**src/rtl/rv_uart_arb_pkg.sv**
```systemverilog
// Shared types and constants for the UART TX requester arbiter.
package rv_uart_arb_pkg;

  localparam int unsigned BYTE_W = 8;

  typedef enum logic [0:0] {
    ARB_IDLE   = 1'b0,
    ARB_LOCKED = 1'b1
  } arb_state_e;

endpackage

```
**src/rtl/rv_rr_pick.sv**
```systemverilog
// Combinational round-robin selector: first requester at or after last_idx+1, wrapping.
module rv_rr_pick #(
  parameter int unsigned  NUM_REQ = 2,
  localparam int unsigned IDX_W   = $clog2(NUM_REQ)
) (
  input  logic [NUM_REQ-1:0] req,
  input  logic [IDX_W-1:0]   last_idx,
  output logic               found,
  output logic [IDX_W-1:0]   idx
);

  localparam int unsigned SH_W = IDX_W + 1;

  logic [2*NUM_REQ-1:0] dbl;
  logic [2*NUM_REQ-1:0] rot;
  logic [SH_W-1:0]      shamt;

  // Doubled vector rotated so bit 0 is the highest-priority candidate.
  always_comb begin
    dbl   = {req, req};
    shamt = {1'b0, last_idx} + SH_W'(1);
    rot   = dbl >> shamt;
    found = 1'b0;
    idx   = '0;
    for (int k = 0; k < NUM_REQ; k++) begin
      if (!found && rot[k]) begin
        found = 1'b1;
        idx   = IDX_W'((int'(last_idx) + 1 + k) % NUM_REQ);
      end
    end
  end

endmodule

```
**src/rtl/rv_uart_tx_arb.sv**
```systemverilog
// Message-locked round-robin arbiter sharing one UART TX byte port among requesters,
// with owner-idle eviction and a one-entry output register.
module rv_uart_tx_arb
  import rv_uart_arb_pkg::*;
#(
  parameter int unsigned  NUM_REQ        = 2,
  parameter int unsigned  TIMEOUT_CYCLES = 1024,
  localparam int unsigned IDX_W          = $clog2(NUM_REQ)
) (
  input  logic                           clk,
  input  logic                           rst_n,
  input  logic [NUM_REQ-1:0]             s_valid,
  input  logic [NUM_REQ-1:0][BYTE_W-1:0] s_data,
  input  logic [NUM_REQ-1:0]             s_last,
  output logic [NUM_REQ-1:0]             s_ready,
  output logic                           m_valid,
  output logic [BYTE_W-1:0]              m_data,
  input  logic                           m_ready,
  output logic                           grant_valid,
  output logic [IDX_W-1:0]               grant_idx
);

  localparam int unsigned CNT_W = (TIMEOUT_CYCLES == 0) ? 1 : $clog2(TIMEOUT_CYCLES + 1);
  localparam logic [CNT_W-1:0] CNT_MAX  = '1;
  localparam logic [CNT_W-1:0] CNT_FIRE = CNT_W'((TIMEOUT_CYCLES == 0) ? 0 : TIMEOUT_CYCLES - 1);
  localparam bit               TO_EN    = (TIMEOUT_CYCLES != 0);

  arb_state_e        state, state_nxt;
  logic              grant_valid_nxt;
  logic [IDX_W-1:0]  grant_idx_nxt;
  logic [IDX_W-1:0]  last_idx, last_idx_nxt;
  logic              m_valid_nxt;
  logic [BYTE_W-1:0] m_data_nxt;
  logic [CNT_W-1:0]  cnt, cnt_nxt;

  logic              own_valid;
  logic [BYTE_W-1:0] own_data;
  logic              own_last;
  logic              out_free;
  logic              xfer;
  logic              pick_found;
  logic [IDX_W-1:0]  pick_idx;

  rv_rr_pick #(
    .NUM_REQ (NUM_REQ)
  ) u_pick (
    .req      (s_valid),
    .last_idx (last_idx),
    .found    (pick_found),
    .idx      (pick_idx)
  );

  // Owner mux and ready; ready never looks at s_valid.
  always_comb begin
    out_free  = !m_valid || m_ready;
    own_valid = 1'b0;
    own_data  = '0;
    own_last  = 1'b0;
    s_ready   = '0;
    for (int i = 0; i < NUM_REQ; i++) begin
      if (grant_idx == IDX_W'(i)) begin
        own_valid  = s_valid[i];
        own_data   = s_data[i];
        own_last   = s_last[i];
        s_ready[i] = grant_valid && out_free;
      end
    end
    xfer = own_valid && grant_valid && out_free;
  end

  always_ff @(posedge clk or negedge rst_n) begin
    if (!rst_n) begin
      state       <= ARB_IDLE;
      grant_valid <= 1'b0;
      grant_idx   <= '0;
      last_idx    <= IDX_W'(NUM_REQ - 1);
      m_valid     <= 1'b0;
      m_data      <= '0;
      cnt         <= '0;
    end else begin
      state       <= state_nxt;
      grant_valid <= grant_valid_nxt;
      grant_idx   <= grant_idx_nxt;
      last_idx    <= last_idx_nxt;
      m_valid     <= m_valid_nxt;
      m_data      <= m_data_nxt;
      cnt         <= cnt_nxt;
    end
  end

  // Next state: arbitration, ownership release, idle timeout and output register.
  always_comb begin
    state_nxt       = state;
    grant_valid_nxt = grant_valid;
    grant_idx_nxt   = grant_idx;
    last_idx_nxt    = last_idx;
    m_valid_nxt     = m_valid && !m_ready;
    m_data_nxt      = m_data;
    cnt_nxt         = cnt;

    if (xfer) begin
      m_valid_nxt = 1'b1;
      m_data_nxt  = own_data;
    end

    case (state)
      ARB_IDLE: begin
        if (pick_found) begin
          state_nxt       = ARB_LOCKED;
          grant_valid_nxt = 1'b1;
          grant_idx_nxt   = pick_idx;
          cnt_nxt         = '0;
        end
      end
      ARB_LOCKED: begin
        if (xfer) begin
          cnt_nxt = '0;
          if (own_last) begin
            state_nxt       = ARB_IDLE;
            grant_valid_nxt = 1'b0;
            last_idx_nxt    = grant_idx;
          end
        end else if (!own_valid) begin
          if (TO_EN && (cnt == CNT_FIRE)) begin
            state_nxt       = ARB_IDLE;
            grant_valid_nxt = 1'b0;
            last_idx_nxt    = grant_idx;
          end else if (cnt != CNT_MAX) begin
            cnt_nxt = cnt + CNT_W'(1);
          end
        end
      end
      default: begin
        state_nxt       = ARB_IDLE;
        grant_valid_nxt = 1'b0;
      end
    endcase
  end

endmodule

```
**config.mk**
```make
export PLATFORM = sky130hd
export DESIGN_NAME = rv_uart_tx_arb
export DESIGN_NICKNAME = d
export VERILOG_FILES = /design/src/rtl/rv_uart_arb_pkg.sv /design/src/rtl/rv_rr_pick.sv /design/src/rtl/rv_uart_tx_arb.sv
export SDC_FILE = /design/constraint.sdc
export NUM_CORES = 1
export LEC_CHECK = 0
export CAP_MARGIN = 10
export CORE_ASPECT_RATIO = 1.75
export CORE_UTILIZATION = 40
export DETAILED_ROUTE_END_ITERATION = 8
export PLACE_DENSITY = 0.71
export SLEW_MARGIN = 30
export SYNTH_ARGS = -nofsm -noshare
export SYNTH_HDL_FRONTEND = slang
export SYNTH_SLANG_ARGS = --single-unit
```
**constraint.sdc**
```tcl
create_clock -name clk -period 1.7 [get_ports clk]
set_input_delay 0.34 -clock clk [delete_from_list [all_inputs] [get_ports clk]]
set_output_delay 0.34 -clock clk [all_outputs]
set_load 0.01 [all_outputs]
```
# [Yosys cells after proc, flatten, opt, wreduce, memory -nomap -nowiden]
# Cells that the tools add are included.
[totals] register_bits=24 input_bits=23 word_cells=69
[op_classes] addsub=4 eq_ne=10 shifts=1 mux=32 bitwise=1 reduce_logical=14
[op_table] op="$mux 11" count=5
[op_table] op="$mux 1" count=23
[op_table] op="$pmux 11 s2" count=1
[op_table] op="$reduce_and 4->1" count=3
[op_table] op="$add 11x1->11 const B" count=1
[op_table] op="$eq 11x10->1 const B" count=1
[op_table] op="$ne 11x11->1 const B" count=1
[op_table] op="$mux 8" count=1
[op_table] op="$ne 3x1->1 const B" count=2
[op_table] op="$ne 3x3->1 const B" count=2
[op_table] op="$logic_and 1x1->1" count=5
[op_table] op="$ne 2x2->1 const B" count=2
[op_table] op="$pmux 1 s2" count=2
[op_table] op="$shr 4x2->2" count=1
[op_table] op="$logic_not 1->1" count=3
[op_table] op="$ne 3x2->1 const B" count=1
[op_table] op="$add 1x1->1 const B" count=2
[op_table] op="$add 1x1->2 const B" count=1
[op_table] op="$ne 2x1->1 const B" count=1
[op_table] op="$reduce_and 2->1" count=1
[op_table] op="$reduce_bool 2->1" count=1
[op_table] op="$logic_or 1x1->1" count=1
[op_table] op="$not 1->1" count=1

# [Logic depth before layout (Yosys ltp)]
[logic_depth] word_depth=8 mapped_depth=6

# [Cells and area by module]
# Synthesis repeated with hierarchy kept, for this count alone.
[unflattened] cells_unflattened=141 area_unflattened_um2=1326.3
[modules_own_cells] mod="rv_uart_tx_arb" instances=1 cells_each=139 area_each_um2=1312.5 seq_area_each_um2=601.8
[modules_own_cells] mod="rv_rr_pick" instances=1 cells_each=2 area_each_um2=13.8 seq_area_each_um2=0.0

# [Worst setup path after synthesis]
# Ideal clock, no wire load.
[synth_path] path_type="register to register" from="reg cnt[0]" to="reg last_idx" setup_time_ps=82 t_arrival_ps=1617 required_time_ps=1618 path_slack_ps=1 stages_incl_launch_ff=7 n_path_buf=0 period_less_slack_ps=1699 cell_sequence="dfrtp_1 > ha_1 > nand3_4 > or3_4 > nor3_4 > o21ai_2 > mux2_4"
[synth_via] elab_chain_len=3
[synth_lines] element="from (decl)" line="rv_uart_tx_arb.sv:34" text="logic [CNT_W-1:0] cnt, cnt_nxt;"
[synth_lines] element="from (signal assigned)" line="rv_uart_tx_arb.sv:87" text="cnt <= cnt_nxt;"
[synth_lines] element="$eq 11x10->1" line="rv_uart_tx_arb.sv:124" text="if (TO_EN && (cnt == CNT_FIRE)) begin"
[synth_lines] element="$reduce_bool 2->1 (no source line)"
[synth_lines] element="$reduce_and 4->1 (no source line)"
[synth_lines] element="to (signal assigned)" line="rv_uart_tx_arb.sv:76" text="last_idx <= IDX_W'(NUM_REQ - 1);"
[synth_lines] element="to (signal assigned)" line="rv_uart_tx_arb.sv:84" text="last_idx <= last_idx_nxt;"
[synth_lines] element="to (decl)" line="rv_uart_tx_arb.sv:31" text="logic [IDX_W-1:0] last_idx, last_idx_nxt;"
# Every way passes these cells.
# A chain may end at the register's enable or synchronous reset.

# [Worst setup path in the final report]
[layout_path] from="in s_valid[0]" to="reg cnt[0]"
[layout_via] elab_chain_len=7 word_cells_on_any_way=15 cone_classes="eq/ne (4); shift (1); mux (5); reduce/logical (5)"
[layout_lines] element="from (decl)" line="rv_uart_tx_arb.sv:12" text="input logic [NUM_REQ-1:0] s_valid,"
[layout_lines] element="$shr 4x2->2" line="rv_rr_pick.sv:22" text="rot = dbl >> shamt;"
[layout_lines] element="$mux 1" line="rv_rr_pick.sv:26" text="if (!found && rot[k]) begin"
[layout_lines] element="$logic_not 1->1" line="rv_rr_pick.sv:26"
[layout_lines] element="$logic_and 1x1->1" line="rv_rr_pick.sv:26"
[layout_lines] element="$mux 1" line="rv_rr_pick.sv:26"
[layout_lines] element="$ne 2x2->1 (no source line)"
[layout_lines] element="$reduce_and 4->1 (no source line)"
# Several ways; a longest one is shown, not always the timed one.

==> impl_metrics.tcl <==
set metrics [dict create \
    fp-row-count 27 \
    clockPowerShare_pct 16.3 \
    power_frac_seq_pct 30.5 \
    track_usage_pct 21.1 \
    hpwl_mm 2.57 \
    route.met2.wl_mm 1.82 \
    synth_top_family_by_area "simple AND/OR/NAND/NOR gates" \
    cts.sinks 24 \
    grt_max_degree 25 \
    p_sw_share_pct 35.5 \
    cap_violations 0 \
    coreArea_um2 3140 \
    synthAdderAreaFrac_pct 0.952 \
    holdWs_ns 0.414 \
    finClkSkew_ns 0.00418 \
    antenna_found_initial 0 \
    startpoint_type "input port" \
    worstMarginPinSlew_ns 0.304 \
    async_flop_share_pct 100 \
    ys_seq_area_share_pct 45.8 \
    cp.arrival_ns 1.89 \
    start_util_pct 41.8 \
    grt_first_pass_wirelength_mm 5.66 \
    synthToLayoutAreaGrowth_pct 49.7 \
    drt_first_iter_violations 20 \
    muxShareOfSynthArea_pct 10.0 \
    wl_per_cell_um 13.8 \
    synth_compound_area_share_pct 19.5 \
    synth_area_per_cell_um2 10.2 \
    layout_common_cells "clkdlybuf4s50_1, buf_4, dfrtp_1" \
    cp.required_ns 1.91 \
    die_y_um 77.8 \
    maxClockFrequency_mhz 596 \
    finalPower_mw 3.07 \
    io_buffers 35 \
    synth_nets 153 \
    synth_xor_area_share_pct 0.667 \
    final_nets 214 \
    vias 1231 \
    grt_setup_unrepaired "true" \
    hold_viol 0 \
    die-area_um2 3530 \
    power.leakage_nw 0.882 \
    antennaDiodeCount 0 \
    fp.dieW_um 45.3 \
    min_period_ns 1.68 \
    drt-met1-wl_mm 1.14 \
    synth-warning-count 0 \
    relSlewSlack_pct 79.7 \
    clk_latency_ns 0.27 \
    setup_viol 0 \
    synth_edf_count 0 \
    htreeDepth 1 \
    wl_met3_um 145 \
    vdd_ir_drop_max_v 0.000925 \
    overflow 0 \
    synth-simple-area-share_pct 20.4 \
    criticalPathCategory "in2reg" \
    synthCells 129 \
    cts.clk_slew.worst_paths_ns 0.09 \
    fin_util_pct 62.6 \
    path_max_fanout 6 \
    fin_crit_sh_pct 98.7 \
    status "finished clean" \
    wl_mm 3.20 \
    power.internal_mw 1.98 \
    fin_tns_setup_ns 0 \
    synth-seq-cells 24 \
    grt_pass1_vias 1321 \
    numCtsBuffers 3 \
    final_antenna_net_count 0 \
    combPwrFrac_pct 53.2 \
    top_layer_used "met4" \
    mostFrequentLayoutCell "clkdlybuf4s50_1" \
    avgViaCountPerCell 5.31 \
    cts_root_buf "clkbuf_8" \
    power.switching_mw 1.09 \
    slew_viol_final 0 \
    dr.pass1.iters 4 \
    cts_tree "yes" \
    synth-main-ff-cell "dfrtp_1" \
    syn_area_um2 1310 \
    io_pins 36 \
    yosys.cell_types.count 43 \
    critPathCaptureType "flip-flop" \
    drive_gt1_share_pct 27.0 \
    place.gp.congestion 0.860 \
    power_density_nw_per_um2 1560 \
    post-route-drc-count 0 \
    clk_path_buf_depth 2 \
    hold_path_class "in2async" \
]
==> flip-flops by register name (all words and copies together), names as in the netlist <==
register,cells
grant_idx,1
last_idx,1
m_valid,1
state,1
grant_valid,1
cnt,11
m_data,8
==> worst max-delay path, stage by stage <==
cell             delay [ns]
clkdlybuf4s50_1        0.42
mux2_4                 0.34
nand3_2                0.14
nand2_1                0.15
o21ai_2                0.28
mux2_2                 0.21
==> cell families after synthesis <==
family	Yosys count
simple gates	49
fa+ha+maj	1
buf+inv	6
compound gates	36
flops	24
xor+xnor	1
mux	12
==> power groups by stage <==
stage | combinational [mW] | sequential, mW | clock [mW]
after floorplan | 0.791 | 0.987 | 0
after global placement | 1.54 | 0.940 | 0
after detailed placement | 1.58 | 0.945 | 0
after CTS | 1.63 | 0.932 | 0.506
after global routing | 1.79 | 0.966 | 0.538
final | 1.63 | 0.938 | 0.501
==> synth_stat cells (2+ instances only) <==
master    count  area share [%]
clkbuf_1      2            0.57
o21ai_0      11             4.2
o22a_1        2             1.3
mux2i_1       9             6.9
o22ai_1       2            0.95
a31oi_1       6             2.9
mux2_4        2             2.3
nand2_1      18             5.1
o21ai_2       2             1.3
nand2b_1      2            0.95
nand3_1       5             1.9
dfrtp_1      23              44
nor3_1        5             1.9
a22o_1        2             1.3
a21oi_1       3             1.1
nor2_1        8             2.3
==> layer usage <==
| layer | vias up | track usage (%) |
|---|---|---|
| li1 | 596 | - |
| met1 | 574 | 22.9 |
| met2 | 48 | 37.7 |
| met3 | 13 | 3.26 |
| met4 | 0 | 9.70 |
| met5 | - | 0 |
==> cell type report <==
type                       count  area (um2)
clock buffer                   3        41.3
tap                           43        53.8
fill                         263        1170
clock inverter                 1        30.0
inverter                       1        3.75
multi-input combinational     99         697
timing repair buffer          61         538
sequential                    24         603
==> final timing paths <==
check | start | to | slack [ns] | cells past startpoint
max | s_valid[0] | cnt[0] | 0.02 | 6
max in group asynchronous | rst_n | last_idx | 0.99 | 2
min | rst_n | cnt[6] | 0.41 | 2
max reg2reg | cnt[0] | last_idx | 0.06 | 6
min in group clk | m_data[3] | m_data[3] | 0.49 | 2
min reg2reg | m_data[3] | m_data[3] | 0.49 | 2
==> per-stage QoR <==
| stage | worst slack (ns) | instance area (um2) | cells |
|---|---|---|---|
| 3_3_place_gp | -0.292 | 1860 | 225 |
| 5_1_grt | -0.0288 | 1970 | 232 |
| 4_1_cts | 0.00220 | 1950 | 231 |
| 2_1_floorplan | 0.000860 | 1310 | 129 |
| 3_5_place_dp | -0.288 | 1860 | 225 |
| 6_report | 0.0216 | 1970 | 232 |
==> what timing repair did <==
| item | 4_1_cts | 5_1_grt |
|---|---|---|
| gates cloned | 0 | 0 |
| hold buffers | 0 | 0 |
| endpoints found under the setup margin | 5 | 8 |
| gates resized for setup | 5 | 6 |
| endpoints found under the hold margin | 0 | 0 |
| setup buffers | 2 | 1 |
(Power assumes the default switching activity.)
